## src/rtl/dreg_bank.sv

```systemverilog
// Bank of CHANNELS independent WIDTH-bit D registers, each loaded through a debounced enable.
// Optional macro DREG_BANK_CHANGE_EN builds a per-channel "value changed" strobe; otherwise change is 0.
module dreg_bank #(
    parameter int WIDTH    = 8,
    parameter int CHANNELS = 4,
    parameter int MODE     = 0,
    parameter int FILTER   = 2
) (
    input  logic                         clk,
    input  logic                         rst_n,
    input  logic [CHANNELS-1:0]          En,
    input  logic [CHANNELS*WIDTH-1:0]    D,
    output logic [CHANNELS*WIDTH-1:0]    Q,
    output logic [CHANNELS*WIDTH-1:0]    not_Q,
    output logic [CHANNELS-1:0]          loaded,
    output logic [CHANNELS-1:0]          change
);

    localparam int CW = (FILTER < 1) ? 1 : $clog2(FILTER + 1);
    localparam logic [CW-1:0] CNT_MAX = CW'(FILTER);

    genvar gi;
    generate
        for (gi = 0; gi < CHANNELS; gi++) begin : g_ch
            logic             en_q_reg;
            logic             en_q_next;
            logic             en_q_d_reg;
            logic [CW-1:0]    cnt_reg;
            logic [CW-1:0]    cnt_next;
            logic [WIDTH-1:0] q_reg;
            logic [WIDTH-1:0] d_ch;
            logic             loaded_reg;
            logic             load;

            assign d_ch = D[gi*WIDTH +: WIDTH];

            // A raw enable change is accepted only after FILTER+1 consecutive samples
            always_comb begin
                en_q_next = en_q_reg;
                cnt_next  = '0;
                if (En[gi] != en_q_reg) begin
                    if (cnt_reg == CNT_MAX) begin
                        en_q_next = En[gi];
                        cnt_next  = '0;
                    end else begin
                        cnt_next = cnt_reg + CW'(1);
                    end
                end
            end

            // Edge mode loads only on the first cycle the qualified enable is seen high
            assign load = en_q_reg & ((MODE == 0) | ~en_q_d_reg);

            always_ff @(posedge clk or negedge rst_n) begin
                if (!rst_n) begin
                    en_q_reg   <= 1'b0;
                    en_q_d_reg <= 1'b0;
                    cnt_reg    <= '0;
                    q_reg      <= '0;
                    loaded_reg <= 1'b0;
                end else begin
                    en_q_reg   <= en_q_next;
                    en_q_d_reg <= en_q_reg;
                    cnt_reg    <= cnt_next;
                    if (load) begin
                        q_reg      <= d_ch;
                        loaded_reg <= 1'b1;
                    end
                end
            end

`ifdef DREG_BANK_CHANGE_EN
            logic change_reg;

            always_ff @(posedge clk or negedge rst_n) begin
                if (!rst_n) begin
                    change_reg <= 1'b0;
                end else begin
                    change_reg <= load && (d_ch != q_reg);
                end
            end

            assign change[gi] = change_reg;
`else
            assign change[gi] = 1'b0;
`endif

            assign Q[gi*WIDTH +: WIDTH]     = q_reg;
            assign not_Q[gi*WIDTH +: WIDTH] = ~q_reg;
            assign loaded[gi]               = loaded_reg;
        end
    endgenerate

endmodule

```

## config.mk

```make
export PLATFORM = sky130hd
export DESIGN_NAME = dreg_bank
export DESIGN_NICKNAME = d
export VERILOG_FILES = /design/src/rtl/dreg_bank.sv
export SDC_FILE = /design/constraint.sdc
export NUM_CORES = 1
export LEC_CHECK = 0
export BUFFER_PORTS_ARGS = -buffer_cell sky130_fd_sc_hd__buf_2
export CAP_MARGIN = 20
export CORE_ASPECT_RATIO = 0.6
export CORE_MARGIN = 2
export CORE_UTILIZATION = 43
export DETAILED_ROUTE_END_ITERATION = 8
export HOLD_SLACK_MARGIN = 0.03
export PLACE_DENSITY = 0.78
export SYNTH_ARGS = -nofsm -noshare
export SYNTH_HDL_FRONTEND = slang
export SYNTH_SLANG_ARGS = --single-unit
```

## constraint.sdc

```tcl
create_clock -name clk -period 1.1 [get_ports clk]
set_input_delay 0.33 -clock clk [delete_from_list [all_inputs] [get_ports clk]]
set_output_delay 0.33 -clock clk [all_outputs]
set_load 0.01 [all_outputs]
```

==> reports/metrics.cfg, run 1 <==
[outcome]
status=finished, violations left
violations=negative setup slack

[cts]
cts-htree-levels=2
clk-insertion-delay-late_ps=290
cts_buffers=5
clk_path_buf_depth=2
cts_tree=yes
path_clk_slew_ps=90
clock_sinks=48
cts_root_buf=clkbuf_8

[synth]
synth_area_leader_cell=dfrtp_1
syn_inst=185
netlist-cell-type-count=14
synth_top_area_share_pct=61.6
synth-seq-cells=48
yosysWarnings=0
yosysSeqAreaShare_pct=61.6
ys_top_cells_by_area=dfrtp_1 62%, o21ai_0 8.2%, inv_1 6.2%
synth_area_per_cell_um2=10.5
syn_area_um2=1950

[setup_path]
crit_slowest_cell=dfrtp_1
cp_max_fo=2
r2r-start=g_ch[1].q_reg[1]
crit_type=reg -> out
start_kind=register
worst_setup_path_end_kind=output pin
setup.worst_path.start=g_ch[1].q_reg[2]
cp.arrival_ps=890
cp_cell_sequence=inv_1, buf_2
max_stage_delay_ps=410
cp_data_required_time_ps=770

[drt]
vias_per_cell=4.34
drt_iter0_markers=42
drc=0
vias=1642
wirelength_mm=4.45
drt-wirelength-per-cell_um=11.8
dr.pass1.iters=4
ant_nets=0

[timing]
hold_ws_ps=242
setup-violations-final=68
hold_viol_final=0
finalMaxSlewViolations=0
fin_skew_ps=5.24
max_freq_mhz=821
period_share_pct=111
rsz0062_at_grt=yes
setup_ws_ps=-117
min_period_ps=1220
setup_tns_ps=-4460

[placement]
place_congestion=0.710
numPortBuffers=105
dpl.hpwl_mm=2.91
dp_slack_ps=104

[grt]
grt_pass1_wl_mm=6.44
grt-ovfl-total=0
grt_pass1_vias=1460
antenna_found_initial=0
grt_usage_pct=15.9
grt_max_degree=49

[run]
max_cap_viol_count=0

[floorplanning]
coreArea_um2=4230
io_pins=110
die_w_um=90.9
die_h_um=56.2
num_rows=18
dieArea_um2=5110
initial_core_util_pct=46.0

[pwr]
power_leakage_nw=1.56
vdd_drop_max_mv=1.43
powerDensity_nw_per_um2=3060
finalPower_mw=8.99

[layout]
largest_reg_flops=32
fin_util_pct=69.3
area_growth_pct=50.6
mostFrequentLayoutCells=85 x buf_2, 48 x dfrtp_1, 32 x nand2_1
diodes=0
nNetsFinal=355
final_common_cell=buf_2
drive_above_1_share_pct=55.3

[hold_path]
hp-start=D[16]
holdCritPathClass=in -> reg

[cells in the mapped netlist]
master / count
nand2_1: 32
or2_2: 4
buf_4: 8
nor2b_1: 4
nor3b_2: 4
nor3_1: 4
mux2_2: 4
clkbuf_2: 1
o21ai_0: 32
buf_6: 7
conb_1: 1
inv_1: 32
dfrtp_1: 48
xnor2_1: 4
[worst max-delay path: cells and delay by family (launching register included)]
kind	cells	cell delay [ps]
DFF	1	410
buffers and inverters	2	190
[stage by stage]
stage	std cells	instance area, um2
2_1_floorplan	188	1960
3_5_place_dp	343	2470
3_3_place_gp	343	2470
6_report	378	2940
5_1_grt	378	2940
4_1_cts	364	2730
[cells by family after synthesis]
group | Yosys count | synth area share, %
AOI/OAI and AO/OA | 32 | 8.22
xor gates and xnor gates | 4 | 1.80
buffers and inverters | 48 | 13.5
DFF | 48 | 61.6
muxes | 4 | 2.31
other | 1 | 0.192
and+or+nand+nor | 48 | 12.3
[final timing paths]
check,end,slack (ps),cells past startpoint
worst min register to register,g_ch[1].cnt_reg[0],450,1
worst max register to register,g_ch[1].q_reg[1],80,6
max in group asynchronous,g_ch[1].q_reg[5],330,3
worst min-delay path,g_ch[2].q_reg[0],240,3
worst max-delay path,not_Q[10],-120,2
min in group asynchronous,g_ch[2].q_reg[2],540,3
[layout make-up]
cell class	instances	area, um2
fillers	322	1300
clock inverters	1	30.0
well taps	60	75.1
inverters	32	120
repair buffers	138	913
multi-input cells	92	499
flip-flops and latches	48	1200
clock buffers	7	96.3
[power by group]
group,internal [mW],total [mW],switching [mW]
Combinational,2.37,4.49,2.11
Sequential,2.54,3.16,0.614
Clock,0.802,1.35,0.544
[metal layers]
layer	up-vias	routed length (um)	part of all wire (%)	track usage, %
li1	815	-	-	-
met1	757	1970	44	21.4
met2	70	2120	48	24.7
met3	0	367	8.2	5.15
met4	0	0	0	4.98
met5	-	0	0	0
[what timing repair did]
action / CTS / global route
gates resized for setup: 7 / 33
endpoints found under the hold margin: 48 / 0
hold buffers: 1 / 0
gates cloned: 0 / 0
setup endpoints to repair: 68 / 69
pin swaps: 0 / 1
buffers inserted: 12 / 14
No activity file was read; power rests on OpenSTA's default activity.
==> run 2, diff against run 1 <==
Settings changed: BUFFER_PORTS_ARGS -buffer_cell sky130_fd_sc_hd__buf_2 to default, CORE_UTILIZATION 43 to 55, CTS_CLUSTER_DIAMETER from default to 120, DONT_BUFFER_PORTS from default to 1, PLACE_DENSITY 0.78 to 0.7.
==> reports/metrics.cfg, run 2 (same netlist as run 1, synthesis figures left out) <==
[outcome]
status=finished, violations left
violations=negative hold slack, negative setup slack

[run]
max_cap_viol_count=0

[placement]
place_congestion=0.690
numPortBuffers=0
dpl.hpwl_mm=2.67
dp_slack_ps=110

[timing]
setup-violations-final=32
finalMaxSlewViolations=0
period_share_pct=105
hold_ws_ps=-273
setup_ws_ps=-59.9
min_period_ps=1160
max_freq_mhz=862
hold_viol_final=48
fin_skew_ps=2.21
rsz0062_at_grt=yes
setup_tns_ps=-1540

[grt]
antenna_found_initial=0
grt-ovfl-total=0
grt_max_degree=49
grt_pass1_wl_mm=5.39
grt_usage_pct=18.2
grt_pass1_vias=1217

[cts]
clk_path_buf_depth=2
path_clk_slew_ps=80
post_cts_buffers=0
cts_root_buf=clkbuf_8
cts_tree=yes
clk-insertion-delay-late_ps=290
cts-htree-levels=2
cts_buffers=5
clock_sinks=48

[pwr]
powerDensity_nw_per_um2=3220
vdd_drop_max_mv=1.82
power_leakage_nw=0.932

[setup_path]
cp_num_buf_inv=1
critPathTopFamily=flip-flops
cp_cell_sequence=inv_2
cp_data_required_time_ps=770
crit_slowest_cell=dfrtp_1
crit_type=reg -> out
reg2regPathDepth=2
worst_setup_path_end_kind=output pin
start_kind=register
cp.depth=1
max_stage_delay_ps=440
cp.arrival_ps=830
cp_max_fo=2

[layout]
nNetsFinal=221
regArea_um2=1200
diodes=0
fin_util_pct=60.1
largest_reg_flops=32
multi_input_area_um2=495
drive_above_1_share_pct=31.0
fill_cells=279
mostFrequentLayoutCells=45 x dfrtp_1, 32 x inv_2, 32 x nand2_1, 32 x o21ai_0, 6 x clkbuf_8
final_common_cell=dfrtp_1
area_growth_pct=2.44

[drt]
drc=0
wirelength_mm=3.43
ant_nets=0
vias_per_cell=5.18
drt_iter0_markers=47
vias=1187
drt-wirelength-per-cell_um=15.0
dr.pass1.iters=4

[floorplanning]
io_pins=110
die_h_um=50.1
coreArea_um2=3320
die_w_um=80.9
num_rows=16
dieArea_um2=4050
initial_core_util_pct=58.7

[hold_path]
holdCritPathClass=in -> async

## run 2: changes by cell type in the layout (fill, tap and decap cells not counted), sizes merged
cell and delta:
buf -133, clkbuf +1, dlygate4sd3 -1, bufinv -1
## run 2: cell type report
type                    count  share of cell area (%)
clock buffers               8                    4.51
repair buffers              4                    1.50
multi-input cells          92                    24.8
inverters                  32                    6.02
well taps                  45                    2.82
flip-flops and latches     48                    60.3
## run 2: worst register-to-register path, cell delays in order, from the launching register on
cell	delay (ps)
dfrtp_1	390
nor2b_1	160
mux2_2	340
## run 2: path summary, 6_finish.rpt
kind	slack (ps)	start	to
worst max-delay path	-60	g_ch[0].q_reg[2]	not_Q[2]
worst min-delay path	-270	rst_n	g_ch[3].q_reg[6]
worst max register to register	100	g_ch[1].cnt_reg[1]	g_ch[1].en_q_reg
worst min register to register	460	g_ch[2].cnt_reg[0]	g_ch[2].cnt_reg[0]
max in group asynchronous	1270	rst_n	g_ch[1].q_reg[3]
min in group clk	160	D[11]	g_ch[1].q_reg[3]
## run 2: what timing repair did
action	CTS	global route
setup endpoints to repair	32	33
hold endpoints to repair	48	48
gates resized for setup	32	3
## run 2: layer usage
layer  global-route usage [%]  up-vias  wire, um
met3                     9.52        2       334
met1                     20.2      577      1280
met2                     30.4       59      1800
met5                        0        -         0
li1                         -      549         -
met4                     5.37        0        19
## run 2: metrics by stage
step                      instances  area, um2  power, mW  hold slack, ps
after floorplan                 188       1960       5.06            34.4
after global placement          221       1900       5.18            35.2
after detailed placement        221       1900       5.34            35.0
after CTS                       229       1990       6.51            -286
after global routing            229       2000       6.96            -309
final                           229       2000       6.44            -273
## run 2: report_power, final
part,internal [mW],switching (mW)
clock network,0.512,0.513
registers,2.56,1.00
logic,0.635,1.21
==> run 3, diff against run 2 <==
Settings changed: SETUP_SLACK_MARGIN from default to 0.05.
==> reports/metrics.cfg, run 3 (same netlist as run 1, synthesis figures left out) <==
[setup_path]
cp_num_buf_inv=1
crit_slowest_cell=dfrtp_1
reg2regPathDepth=2
cp_data_required_time_ps=770
crit_type=reg -> out
cp_cell_sequence=inv_2
cp_max_fo=2
max_stage_delay_ps=440
cp.arrival_ps=840
cp.depth=1
critPathTopFamily=flip-flops
reg2reg_to=g_ch[1].en_q_reg
start_kind=register
rrSetupSlack_ps=50
r2r-start=g_ch[1].cnt_reg[1]
worst_setup_path_end_kind=output pin

[floorplanning]
coreArea_um2=3320
die_w_um=80.9
io_pins=110
die_h_um=50.1
initial_core_util_pct=58.7
dieArea_um2=4050
num_rows=16

[hold_path]
holdCritPathClass=in -> async

[grt]
grt_max_degree=49
antenna_found_initial=0
grt_pass1_wl_mm=5.39
grt_usage_pct=18.2
grt_pass1_vias=1217
grt-ovfl-total=0

[timing]
min_period_ps=1170
max_freq_mhz=852
hold_viol_final=48
setup-violations-final=32
fin_skew_ps=8.54
setup_ws_ps=-73.3
period_share_pct=107
hold_ws_ps=-278
finalMaxSlewViolations=0
rsz0062_at_grt=yes

[placement]
place_congestion=0.690
numPortBuffers=0
dpl.hpwl_mm=2.67
dp_slack_ps=110
postPlaceCellArea_um2=1900

[cts]
cts-htree-levels=2
clk-insertion-delay-late_ps=290
cts_root_buf=clkbuf_8
cts_buffers=5
clock_sinks=48
clk_path_buf_depth=2
path_clk_slew_ps=80
cts_tree=yes

[layout]
area_growth_pct=3.27
nNetsFinal=223
drive_above_1_share_pct=32.3
final_common_cell=dfrtp_1
fill_cells=277
mostFrequentLayoutCells=44 x dfrtp_1, 32 x inv_2, 32 x nand2_1, 32 x o21ai_0
fin_area_um2=2010
diodes=0
largest_reg_flops=32

[pwr]
finalPower_mw=6.51
vdd_drop_max_mv=1.82
powerDensity_nw_per_um2=3240
power_leakage_nw=0.942

[run]
max_cap_viol_count=0

[outcome]
status=finished, violations left
violations=negative hold slack, negative setup slack

[drt]
drt-wirelength-per-cell_um=15.2
dr.pass1.iters=4
wirelength_mm=3.52
vias=1177
ant_nets=0
drc=0
drt_iter0_markers=52
vias_per_cell=5.10

==> run 3: where the power goes <==
group	total [mW]	switching (mW)	internal, mW	leakage, nW
clock	1.04	0.528	0.513	0.0455
sequential	3.56	1.00	2.56	0.574
combinational	1.91	1.24	0.668	0.322
==> run 3: layout make-up <==
class                   count  area (um2)  area share, %
repair buffers              6        45.0           2.24
clock buffers               8        90.1           4.47
well taps                  45        56.3           2.80
multi-input cells          92         495           24.6
inverters                  32         120           5.97
flip-flops and latches     48        1210           59.9
==> run 3: timing repair <==
item,4_1_cts,5_1_grt
endpoints found under the hold margin,48,48
setup buffers,0,2
resized for setup,32,4
setup endpoints to repair,61,76
==> run 3: worst max path at each step <==
stage | from | to | slack, ps
after global routing | g_ch[3].q_reg[7] | not_Q[31] | -110
final | g_ch[0].q_reg[2] | not_Q[2] | -70
after CTS | g_ch[1].q_reg[3] | not_Q[11] | -90
after detailed placement | g_ch[0].cnt_reg[1] | g_ch[0].en_q_reg | 110
after floorplan | g_ch[0].cnt_reg[1] | g_ch[0].en_q_reg | 170
after global placement | g_ch[0].cnt_reg[1] | g_ch[0].en_q_reg | 160
==> run 3: layer usage <==
layer,vias to the layer above,share of wire [%],track usage [%]
li1,549,-,-
met1,574,39,20.2
met2,52,52,30.4
met3,2,8.8,9.52
met4,0,0.57,5.37
met5,-,0,0
==> run 3: through the flow <==
stage,setup TNS (ps),std cells,utilization (%)
finish,-1620,231,60.6
global route,-3160,231,60.6
CTS,-2050,229,60.0
detailed placement,0,221,57.3
global placement,0,221,57.3
floorplan,0,188,-
